==> config.mk <==
export PLATFORM = sky130hd
export DESIGN_NAME = mac_dot_seq
export DESIGN_NICKNAME = d
export VERILOG_FILES = /design/src/rtl/mac_dot_seq.sv
export SDC_FILE = /design/constraint.sdc
export NUM_CORES = 1
export LEC_CHECK = 0
export ABC_AREA = 0
export CAP_MARGIN = 20
export CORE_ASPECT_RATIO = 0.75
export CORE_MARGIN = 1.5
export CORE_UTILIZATION = 40
export CTS_CLUSTER_SIZE = 14
export DETAILED_ROUTE_END_ITERATION = 12
export SETUP_SLACK_MARGIN = 0.2
export SLEW_MARGIN = 5
export SYNTH_ARGS = -nofsm -noshare
export SYNTH_HDL_FRONTEND = slang
export SYNTH_SLANG_ARGS = --single-unit
==> constraint.sdc <==
create_clock -name clk -period 5.46 [get_ports clk]
set_input_delay 1.365 -clock clk [delete_from_list [all_inputs] [get_ports clk]]
set_output_delay 1.365 -clock clk [all_outputs]
set_load 0.01 [all_outputs]
==> src/rtl/mac_dot_seq.sv <==
// Buffers N operand pairs, streams them into an external saturating MAC, captures the Nth result and clears the MAC.
// Result appears N+4 cycles after the last accepted pair; m_ready low holds OUT, and no pairs are accepted until LOAD.
module mac_dot_seq #(
   parameter int N  = 4,
   parameter int DW = 10,
   parameter int OW = 20
) (
   input  logic                 clk,
   input  logic                 reset,
   input  logic                 s_valid,
   output logic                 s_ready,
   input  logic signed [DW-1:0] s_a,
   input  logic signed [DW-1:0] s_b,
   output logic                 mac_reset,
   output logic                 mac_valid_in,
   output logic signed [DW-1:0] mac_a,
   output logic signed [DW-1:0] mac_b,
   input  logic signed [OW-1:0] mac_f,
   input  logic                 mac_valid_out,
   output logic                 m_valid,
   input  logic                 m_ready,
   output logic signed [OW-1:0] m_data,
   output logic                 busy
);

   localparam int CW = (N > 1) ? $clog2(N) : 1;
   localparam logic [CW-1:0] LAST = CW'(N - 1);

   typedef enum logic [2:0] {CLEAR, LOAD, RUN, DRAIN, OUT} state_t;

   typedef struct packed {
      logic signed [DW-1:0] a;
      logic signed [DW-1:0] b;
   } pair_t;

   state_t         state, state_nxt;
   logic [CW-1:0]  wr_cnt, rd_cnt, res_cnt;
   pair_t          pair_buf [N];
   logic           s_fire;
   logic           res_phase;
   logic           res_last;

   assign s_fire    = s_valid && s_ready;
   assign res_phase = (state == RUN) || (state == DRAIN);
   assign res_last  = res_phase && mac_valid_out && (res_cnt == LAST);

   always_ff @(posedge clk) begin
      if (!reset) state <= CLEAR;
      else        state <= state_nxt;
   end

   always_comb begin
      state_nxt = state;
      case (state)
         CLEAR: state_nxt = LOAD;
         LOAD:  if (s_fire && (wr_cnt == LAST)) state_nxt = RUN;
         RUN:   if (rd_cnt == LAST) state_nxt = DRAIN;
         DRAIN: if (res_last) state_nxt = OUT;
         OUT:   if (m_ready) state_nxt = CLEAR;
         default: state_nxt = CLEAR;
      endcase
   end

   always_comb begin
      s_ready      = (state == LOAD);
      busy         = (state != LOAD);
      mac_reset    = (state == CLEAR);
      mac_valid_in = (state == RUN);
      m_valid      = (state == OUT);
      mac_a        = '0;
      mac_b        = '0;
      if (state == RUN) begin
         mac_a = pair_buf[rd_cnt].a;
         mac_b = pair_buf[rd_cnt].b;
      end
   end

   always_ff @(posedge clk) begin
      if (!reset) begin
         wr_cnt  <= '0;
         rd_cnt  <= '0;
         res_cnt <= '0;
         m_data  <= '0;
      end else begin
         if (s_fire)
            wr_cnt <= (wr_cnt == LAST) ? '0 : wr_cnt + CW'(1);
         if (state == RUN)
            rd_cnt <= (rd_cnt == LAST) ? '0 : rd_cnt + CW'(1);
         // Early pulses land during RUN; the last one always lands in DRAIN.
         if (res_phase && mac_valid_out)
            res_cnt <= res_last ? '0 : res_cnt + CW'(1);
         if (res_last && (state == DRAIN))
            m_data <= mac_f;
      end
   end

   // Buffer contents need no reset; wr_cnt gates every write.
   always_ff @(posedge clk) begin
      if (s_fire) pair_buf[wr_cnt] <= '{a: s_a, b: s_b};
   end

endmodule

==> results.toml <==
[cells_and_area]
syn_to_final_growth_pct = 32.2
nets = 417
final_cell_mix = "clkdlybuf4s50_1, edfxtp_1, nand2_1"
regArea_um2 = 3020
multi_input_area_um2 = 1240
fillers = 855
mostFrequentLayoutCell = "clkdlybuf4s50_1"
drive_above_1_share_pct = 11.9
antenna_cells = 0

[yosys]
synth_area_leaders = "edfxtp_1, dfxtp_1, mux4_2"
async_flop_share_pct = 0
synth_edf_count = 80
yosysSeqAreaShare_pct = 69.5
syn-cell-area_um2 = 4350
syn_area_per_cell_um2 = 15.9
synth_nets = 325
ys.flop_type = "edfxtp_1"
netlist.area_leader.share_pct = 55.3
ys_ff_latch = 111
ys_warn_count = 0
synth.distinct_cells = 29
synth_top_area_cell = "edfxtp_1"
synth_cells = 274

[detailed_routing]
drt_first_pass_iters = 4
drc = 0
wirelength_um = 8190
avgViaCountPerCell = 4.84
wl_per_cell_um = 16.1
ant_nets = 0
vias = 2452
drt_iter0_drc = 127

[sta]
hold_viol = 0
hold_slack_ns = 0.455
fin_crit_ns = 3.99
skew_ns = 0.00444
timing.fmax_mhz = 250
fin_crit_sh_pct = 73.1
rsz0062_at_grt = "no"
slew_violations = 0
finalSetupTns_ns = 0
setup_viol = 0
relSlewSlack_pct = 30.3
tightest_slew_ns = 1.05

[floorplan]
ios = 90
die_height_um = 93.3
die_area_um2 = 11500
initial_core_util_pct = 41.8
die_x_um = 123
core_area_um2 = 10400
rows = 32

[setup_path]
r2r-start = "state[0]$_SDFFE_PN0P_"
startpoint_type = "register"
critical_path_class = "register to output port"
cp.arrival_ns = 2.63
cp_data_required_time_ns = 4.09
reg2reg_to = "pair_buf[0][3]$_DFFE_PP_"
cp-end-kind = "output port"
reg2reg_setup_slack_ns = 3.41
reg2reg_depth = 2
critPathMaxFanout = 12

[power_and_ir_drop]
p_per_area_nw_per_um2 = 284
peakVddDrop_v = 0.000155
p_leak_nw = 1.89

[global_route]
grt_pass1_wl_um = 13200
grt_use_total_pct = 15.7
grt_antenna_before_repair = 0
grt_overflow = 0
grt_pass1_vias = 2583
grt_max_degree = 26

[cts]
clock_latency_ns = 0.34
cts_resized = 0
numCtsBuffers = 9
postCtsSetupRepairBufs = 0
clockBufferDepth = 2
clk_pin_slew_ns = 0.07
cts-root-buf = "clkbuf_16"
tritoncts = "built"
clkSinkCount = 111
holdBufCountCts = 0
cts_htree_levels = 3

[worst_hold_path]
holdPathStages = 2
min_from = "m_data[18]$_SDFFE_PN0P_"
hold-path-endpoint = "m_data[18]$_SDFFE_PN0P_"
min_path_type = "register to register"

[place]
detailed_place_hpwl_um = 5360
port-buffer-count = 89
gp_congestion = 0.707

[status]
status = "complete, no violations"

[job]
drv_cap = 0
registers in the layout, indices dropped and copies added, names as in the netlist, named ones only:
name	count
m_data	20
pair_buf	80
rd_cnt	2
res_cnt	2
state	3
wr_cnt	2
cell usage after synthesis (2+ instances only):
master / instances
and2_1: 4
and2b_1: 2
buf_2: 5
clkbuf_1: 9
dfxtp_1: 31
edfxtp_1: 80
ha_1: 6
inv_1: 6
mux2i_1: 22
mux4_2: 20
nand2_1: 43
nand2b_1: 2
nand3_1: 3
nor2_1: 4
nor2b_1: 19
nor3b_1: 2
o21a_1: 2
o31ai_1: 2
or3_1: 2
power by group:
part / switching (mW) / internal [mW]
registers: 0.00440 / 0.917
clock network: 0.282 / 0.353
logic: 0.0320 / 0.0446
worst max-delay path, cell delays in order (launching register included):
cell             delay [ns]
dfxtp_1                0.68
buf_4                  0.38
mux4_2                 0.53
nor2b_1                0.16
clkdlybuf4s50_1        0.53
cell type report:
class,count,share of cell area (%)
inverters,6,0.392
flip-flops and latches,111,52.6
multi-input cells,142,21.5
well taps,136,2.96
clock buffers,13,4.72
repair buffers,96,17.4
clock inverters,3,0.435
per-layer routing:
layer / part of all wire [%] / global-route usage, %
met2: 45 / 23.9
met5: 0 / 0
met4: 1.2 / 5.17
met3: 5.0 / 5.49
met1: 49 / 21.1
through the flow:
step / cells / util, % / worst slack (ns) / area, um2 / power, mW
6_report: 507 / 55.2 / 1.47 / 5750 / 1.63
5_1_grt: 507 / 55.2 / 1.28 / 5750 / 1.69
4_1_cts: 505 / 54.7 / 1.38 / 5690 / 1.65
3_5_place_dp: 489 / 51.9 / 1.77 / 5400 / 1.02
3_3_place_gp: 487 / 51.6 / 1.77 / 5370 / 1.02
2_1_floorplan: 274 / - / 2.81 / 4350 / 0.967
kinds of logic (layout without fill, tap and decap cells):
kind of cell | Yosys count | count (layout) | synth area share, %
AO/OA/AOI/OAI | 9 | 9 | 1.52
adder cells (fa/ha/maj) | 6 | 6 | 1.73
buffers and inverters | 21 | 118 | 2.04
flip-flops | 111 | 111 | 69.5
multiplexers | 42 | 42 | 15.4
AND/OR/NAND/NOR | 85 | 85 | 9.75
worst max path at each step:
stage	startpoint	end	slack (ns)	cells past startpoint
3_3_place_gp	register	mac_b[8]	1.77	4
5_1_grt	register	mac_b[8]	1.28	4
6_report	register	mac_a[1]	1.47	4
3_5_place_dp	register	mac_a[4]	1.77	4
2_1_floorplan	register	mac_b[4]	2.81	3
4_1_cts	register	mac_a[1]	1.38	4
Power figures use the tool's default switching activity.
